**src/rtl/spi_amp_adc_responder_pkg.sv**
```systemverilog
// Shared types and default sizes for the amp/ADC SPI responder.
package spi_pkg;

  typedef enum logic [1:0] {
    IDLE   = 2'd0,
    AMP_RX = 2'd1,
    ADC_TX = 2'd2,
    DONE   = 2'd3
  } spi_state_e;

  localparam int SPI_DATA_W    = 8;
  localparam int SPI_LEAD_BITS = 2;
  localparam int SPI_GAIN_W    = 8;

  // Amp frame length; the controller's reference load word is 8'h11.
  localparam int         SPI_AMP_FRAME_LEN = 8;
  localparam logic [7:0] SPI_REF_GAIN      = 8'h11;

endpackage

```
**src/rtl/spi_amp_adc_responder_if.sv**
```systemverilog
// SPI pin bundle between controller (master) and responder (slave).
interface spi_amp_adc_responder_if;
  logic spi_clk;
  logic mosi;
  logic amp_cs_n;
  logic adc_conv;
  logic miso;

  modport master (output spi_clk, output mosi, output amp_cs_n, output adc_conv, input miso);
  modport slave  (input spi_clk, input mosi, input amp_cs_n, input adc_conv, output miso);
endinterface

```
**src/rtl/spi_amp_adc_responder_sync_edge.sv**
```systemverilog
// Two-flop synchronizer followed by an edge register; rise/fall pulses last one clk.
module sync_edge #(
  parameter logic RST_VAL = 1'b0
) (
  input  logic clk,
  input  logic rst,
  input  logic din,
  output logic rise,
  output logic fall
);

  logic [2:0] sr;

  always_ff @(posedge clk) begin
    if (rst) begin
      sr <= {3{RST_VAL}};
    end else begin
      sr <= {sr[1:0], din};
    end
  end

  // sr[2] is the edge register; pulses are valid the cycle after the second sync flop.
  assign rise = sr[1] & ~sr[2];
  assign fall = ~sr[1] & sr[2];

endmodule

```
**src/rtl/spi_amp_adc_responder.sv**
```systemverilog
// SPI target: captures the amp gain word on MOSI and returns a latched ADC sample on MISO.
module spi_amp_adc_responder
  import spi_pkg::*;
#(
  parameter int DATA_W    = SPI_DATA_W,
  parameter int LEAD_BITS = SPI_LEAD_BITS,
  parameter int GAIN_W    = SPI_GAIN_W
) (
  input  logic                  clk,
  input  logic                  rst,
  spi_amp_adc_responder_if.slave spi,
  input  logic [DATA_W-1:0]     sample_in,
  output logic [GAIN_W-1:0]     gain,
  output logic                  gain_valid,
  output logic                  frame_err,
  output logic                  sample_done,
  output logic                  busy
);

  localparam int TX_W  = LEAD_BITS + DATA_W;
  localparam int CNT_W = $clog2(TX_W + 1);
  localparam logic [CNT_W-1:0] RX_FULL = CNT_W'(GAIN_W);
  localparam logic [CNT_W-1:0] RX_SAT  = CNT_W'(GAIN_W + 1);
  localparam logic [CNT_W-1:0] TX_LAST = CNT_W'(TX_W - 1);

  logic sck_rise, sck_fall;
  logic cs_rise, cs_fall;
  logic conv_rise, conv_fall_unused;

  sync_edge #(.RST_VAL(1'b0)) u_sync_sck (
    .clk (clk), .rst (rst), .din (spi.spi_clk), .rise (sck_rise), .fall (sck_fall)
  );

  sync_edge #(.RST_VAL(1'b1)) u_sync_cs (
    .clk (clk), .rst (rst), .din (spi.amp_cs_n), .rise (cs_rise), .fall (cs_fall)
  );

  sync_edge #(.RST_VAL(1'b0)) u_sync_conv (
    .clk (clk), .rst (rst), .din (spi.adc_conv), .rise (conv_rise), .fall (conv_fall_unused)
  );

  spi_state_e        state;
  logic [CNT_W-1:0]  cnt;
  logic [GAIN_W-1:0] shift_rx;
  logic [TX_W-1:0]   shift_tx;
  logic [1:0]        mosi_sync;
  logic              miso_q;

  assign spi.miso = miso_q;

  // mosi goes through the same two-flop depth as spi_clk so the sampled bit lines up with sck_rise.
  always_ff @(posedge clk) begin
    if (rst) begin
      state       <= IDLE;
      busy        <= 1'b0;
      cnt         <= '0;
      shift_rx    <= '0;
      shift_tx    <= '0;
      mosi_sync   <= '0;
      miso_q      <= 1'b0;
      gain        <= '0;
      gain_valid  <= 1'b0;
      frame_err   <= 1'b0;
      sample_done <= 1'b0;
    end else begin
      mosi_sync   <= {mosi_sync[0], spi.mosi};
      gain_valid  <= 1'b0;
      frame_err   <= 1'b0;
      sample_done <= 1'b0;

      unique case (state)
        IDLE: begin
          if (cs_fall) begin
            state    <= AMP_RX;
            busy     <= 1'b1;
            cnt      <= '0;
            shift_rx <= '0;
          end else if (conv_rise) begin
            state    <= ADC_TX;
            busy     <= 1'b1;
            cnt      <= '0;
            shift_tx <= {{LEAD_BITS{1'b0}}, sample_in};
            miso_q   <= 1'b0;
          end
        end

        AMP_RX: begin
          if (cs_rise) begin
            state <= IDLE;
            busy  <= 1'b0;
            if (cnt == RX_FULL) begin
              gain       <= shift_rx;
              gain_valid <= 1'b1;
            end else begin
              frame_err <= 1'b1;
            end
          end else if (sck_rise) begin
            shift_rx <= {shift_rx[GAIN_W-2:0], mosi_sync[1]};
            if (cnt != RX_SAT) cnt <= cnt + 1'b1;
          end
        end

        ADC_TX: begin
          if (sck_fall) begin
            // The fall after the last data bit ends the frame and returns miso to idle low.
            if (cnt == TX_LAST) begin
              miso_q <= 1'b0;
              state  <= DONE;
            end else begin
              shift_tx <= shift_tx << 1;
              miso_q   <= shift_tx[TX_W-2];
              cnt      <= cnt + 1'b1;
            end
          end
        end

        DONE: begin
          sample_done <= 1'b1;
          state       <= IDLE;
          busy        <= 1'b0;
        end

        default: begin
          state <= IDLE;
          busy  <= 1'b0;
        end
      endcase
    end
  end

endmodule

```
**src/flat_wrapper.sv**
```systemverilog
// flat-port wrapper written by rule: the top's interface ports become plain ports
module spi_amp_adc_responder_flat import spi_pkg::*;
#(
  parameter int DATA_W    = SPI_DATA_W,
  parameter int LEAD_BITS = SPI_LEAD_BITS,
  parameter int GAIN_W    = SPI_GAIN_W
)
  (clk, rst, sample_in, gain, gain_valid, frame_err, sample_done, busy, spi_spi_clk, spi_mosi, spi_amp_cs_n, spi_adc_conv, spi_miso);
  spi_amp_adc_responder_if spi_i ();
  input  logic clk;
  input  logic rst;
  input  logic [DATA_W-1:0] sample_in;
  output logic [GAIN_W-1:0] gain;
  output logic gain_valid;
  output logic frame_err;
  output logic sample_done;
  output logic busy;
  input wire logic [$bits(spi_i.spi_clk)-1:0] spi_spi_clk;
  input wire logic [$bits(spi_i.mosi)-1:0] spi_mosi;
  input wire logic [$bits(spi_i.amp_cs_n)-1:0] spi_amp_cs_n;
  input wire logic [$bits(spi_i.adc_conv)-1:0] spi_adc_conv;
  output wire logic [$bits(spi_i.miso)-1:0] spi_miso;
  assign spi_i.spi_clk = spi_spi_clk;
  assign spi_i.mosi = spi_mosi;
  assign spi_i.amp_cs_n = spi_amp_cs_n;
  assign spi_i.adc_conv = spi_adc_conv;
  assign spi_miso = spi_i.miso;
  spi_amp_adc_responder #(.DATA_W(DATA_W), .LEAD_BITS(LEAD_BITS), .GAIN_W(GAIN_W)) u_core (.clk(clk), .rst(rst), .spi(spi_i), .sample_in(sample_in), .gain(gain), .gain_valid(gain_valid), .frame_err(frame_err), .sample_done(sample_done), .busy(busy));
endmodule
```
**config.mk**
```make
export PLATFORM = sky130hd
export DESIGN_NAME = spi_amp_adc_responder_flat
export DESIGN_NICKNAME = d
export VERILOG_FILES = /design/src/rtl/spi_amp_adc_responder_pkg.sv /design/src/rtl/spi_amp_adc_responder_if.sv /design/src/rtl/spi_amp_adc_responder_sync_edge.sv /design/src/rtl/spi_amp_adc_responder.sv /design/src/flat_wrapper.sv
export SDC_FILE = /design/constraint.sdc
export NUM_CORES = 1
export LEC_CHECK = 0
export ABC_CLOCK_PERIOD_IN_PS = 1760
export CAP_MARGIN = 20
export CORE_MARGIN = 10
export CORE_UTILIZATION = 49
export CTS_CLUSTER_DIAMETER = 150
export CTS_CLUSTER_SIZE = 16
export DETAILED_ROUTE_END_ITERATION = 6
export PLACE_DENSITY = 0.85
export SLEW_MARGIN = 10
export SYNTH_ARGS = -nofsm -noshare
export SYNTH_HDL_FRONTEND = slang
export SYNTH_SLANG_ARGS = --single-unit
```
**constraint.sdc**
```tcl
create_clock -name clk -period 1.76 [get_ports clk]
set_input_delay 0.352 -clock clk [delete_from_list [all_inputs] [get_ports clk]]
set_output_delay 0.352 -clock clk [all_outputs]
set_load 0.01 [all_outputs]
```
==> qor.csv <==
stage,metric,value,unit
outcome,status,completed,
sta,maxSlewViolCount,0,
floorplanning,start_util,0.516,
routing,drc_errors,0,
synth,synth_top_family_by_area,simple AND/OR/NAND/NOR gates,
power,ir_drop,0.000844,V
synth,ys_ff_latch,47,
routing,viasPerCell,5.42,
synth,syn-cell-area,0.00211,mm²
routing,ant_nets,0,
cells_and_area,layout_common_cells,"45 x dfxtp_1, 26 x clkdlybuf4s50_1, 23 x nor2_1, 18 x mux2i_1, 13 x nand2b_1",
synth,avgSynthCellArea,9.89,µm²
placed_design,placed_area,0.00249,mm²
setup_path,crit_chain,inv_2 -> ha_4 -> nand3b_1 -> a21boi_4 -> o2111ai_4 -> or4_1 -> a21oi_1,
synth,ys.flop_type,dfxtp_1,
global_route,grt_util_all_layers,0.117,
min_path,hold_end,u_core.u_sync_cs.sr[1],
sta,hold_viol,0,
setup_path,critPathArrivalTime,1960,ps
clock_network,clock_path_buffers,2,
clock_network,cts-root-buf,clkbuf_8,
clock_network,numCtsBuffers,5,
min_path,hp-class,reg2reg,
synth,synth_fp_nets,237,
synth,synth_xor_area_frac,0,
synth,async_flop_share,0,
synth,yosysUniqueCellTypes,42,
cells_and_area,final_common_cell,dfxtp_1,
synth,syn_inst,213,
setup_path,slowest_stage,or4_1,
setup_path,crit_path_end_kind,flop,
setup_path,r2r_slack,30,ps
cells_and_area,final_util,0.666,
setup_path,r2r_cells,7,
cells_and_area,design_area,0.00272,mm²
global_route,antenna_found_initial,0,
sta,worst_slew_pin_slew,264,ps
cells_and_area,diodes,0,
cells_and_area,layout-drive-gt1-share,0.220,
power,leakage,0.985,nW
synth,synth-simple-area-share,0.224,
cells_and_area,nets,273,
floorplanning,coreArea,0.00409,mm²
setup_path,slowest_delay,420,ps
placed_design,dp_cells,289,
routing,vias,1625,
floorplanning,fp.dieArea,0.00732,mm²
setup_path,rr_endpoint,u_core.cnt[2],
synth,yosysWarningCount,0,
sta,fin_crit_sh,0.981,
floorplanning,die_x,85.6,µm
routing,drt_iter0_drc,133,
synth,synth-compound-area-share,0.136,
global_route,grt_max_degree,38,
synth,synth-edff-count,0,
global_route,grt-ovfl-total,0,
sta,rsz0062_at_grt,true,
sta,fin_setup_tns,0,ps
job,maxCapViolCount,0,
global_route,grt_pass1_vias,1557,
synth,ys_seq_area_frac,0.447,
sta,setup-violations-final,0,
global_route,grt_pass1_wl,7.13,mm
synth,synth.mux.area_fraction,0.0909,
min_path,hp-start,u_core.u_sync_cs.sr[0],
routing,post_drt_wl_per_cell,15.6,µm
clock_network,insertion_delay,300,ps
sta,fmaxAchievable,579,MHz
placed_design,dp_hpwl,2.96,mm
sta,skew,5.16,ps
setup_path,worstPathMaxFanout,4,
placed_design,port_buffers,26,
cells_and_area,fin_cells,300,
clock_network,cts.sinks,47,
placed_design,place.gp.congestion,0.843,
sta,hold_ws,419,ps
clock_network,htree_levels,2,
min_path,holdPathStages,1,
setup_path,r2r_start,u_core.state[1],
sta,maxSlewHeadroom,0.824,
floorplanning,ios,27,
setup_path,cp-start-kind,flop,
power,p_per_area,1440,mW/mm²
synth,synth-adder-area-share,0.0594,
cells_and_area,area_delta_synth_final,29.2,%
setup_path,critPathRequiredTime,1990,ps
clock_network,clk_pin_slew,80,ps
clock_network,cts_tree,built,
setup_path,path_class,reg2reg,
routing,routed_wl,4.68,mm
floorplanning,die_h,85.6,µm
floorplanning,placementRows,23,
sta,min_period,1730,ps
routing,dr.pass1.iters,4,
clock_network,hold_buffers,0,
-- routing by layer --
metal  share of wire  global-route usage  vias up
met2            0.49               0.193       40
met1            0.42               0.127      769
met4           0.032              0.0599        0
met3           0.060              0.0454       14
met5               0                   0        -
li1                -                   -      802
-- final cells by class --
class | count | area (µm²)
clock inverter | 2 | 35.0
fill | 310 | 1360
sequential | 47 | 946
multi-input combinational | 148 | 1150
tap | 50 | 62.6
timing repair buffer | 40 | 420
clock buffer | 6 | 82.6
inverter | 7 | 26.3
-- cells in the mapped netlist, drive strengths merged, types with 6 or more instances --
master,number,share of area
a211oi,9,0.037
a21oi,15,0.043
clkbuf,6,0.011
dfxtp,47,0.45
ha,10,0.059
inv,7,0.012
mux2i,18,0.086
nand2b,15,0.052
nand3,10,0.026
nor2,25,0.047
nor2b,11,0.033
-- worst max-delay path, delay by kind of cell, from the launching register on --
| family | cells | cell delay (ps) |
|---|---|---|
| DFF | 1 | 360 |
| and+or+nand+nor | 2 | 540 |
| buffers and inverters | 1 | 70 |
| adders and majority gates | 1 | 180 |
| AOI/OAI and AO/OA | 3 | 500 |
-- report_power, final --
group,leakage [nW],total [mW],switching [mW],internal [mW]
Sequential,0.384,1.30,0.0920,1.21
Combinational,0.540,1.81,0.915,0.890
Clock,0.0612,0.808,0.349,0.459
-- cell families (layout without fill, tap and decap cells) --
group | after synthesis | in the layout
DFF | 47 | 47
muxes | 19 | 19
adders and majority gates | 10 | 10
buffers and inverters | 18 | 55
and+or+nand+nor | 83 | 83
AOI/OAI and AO/OA | 36 | 36
-- through the flow --
stage / total power, mW / setup slack, ps
after floorplan: 2.40 / 13.3
after global placement: 2.69 / 41.2
after detailed placement: 2.75 / -60.1
after CTS: 3.57 / -29.9
after global routing: 4.11 / -46.5
final: 3.91 / 33.7
-- worst max path at each step --
| stage | startpoint | to | depth (start not counted) |
|---|---|---|---|
| global route | u_core.cnt[1] | u_core.shift_tx[4] | 8 |
| CTS | u_core.state[0] | u_core.cnt[1] | 7 |
| finish | u_core.state[1] | u_core.cnt[2] | 7 |
| floorplan | u_core.state[1] | u_core.cnt[2] | 7 |
| detailed placement | u_core.state[1] | u_core.cnt[2] | 7 |
| global placement | u_core.state[1] | u_core.cnt[2] | 7 |
-- timing repair --
item                                    in CTS  in global routing
gates resized for setup                      4                 17
setup buffers                                0                  2
endpoints found under the setup margin      14                 26
cloned                                       0                  1
pin swaps                                    0                  3
-- flip-flops by register name, summed over array words and instances, names as in the netlist --
| register | flops |
|---|---|
| u_core.u_sync_sck.sr | 3 |
| u_core.frame_err | 1 |
| u_core.u_sync_cs.sr | 3 |
| u_core.shift_rx | 8 |
| u_core.mosi_sync | 2 |
| u_core.shift_tx | 9 |
| u_core.sample_done | 1 |
| u_core.spi.miso | 1 |
| u_core.state | 2 |
| u_core.u_sync_conv.sr | 3 |
| u_core.busy | 1 |
| u_core.gain_valid | 1 |
| u_core.cnt | 4 |
| u_core.gain | 8 |
Note: power is estimated with default switching activity, not from simulation.
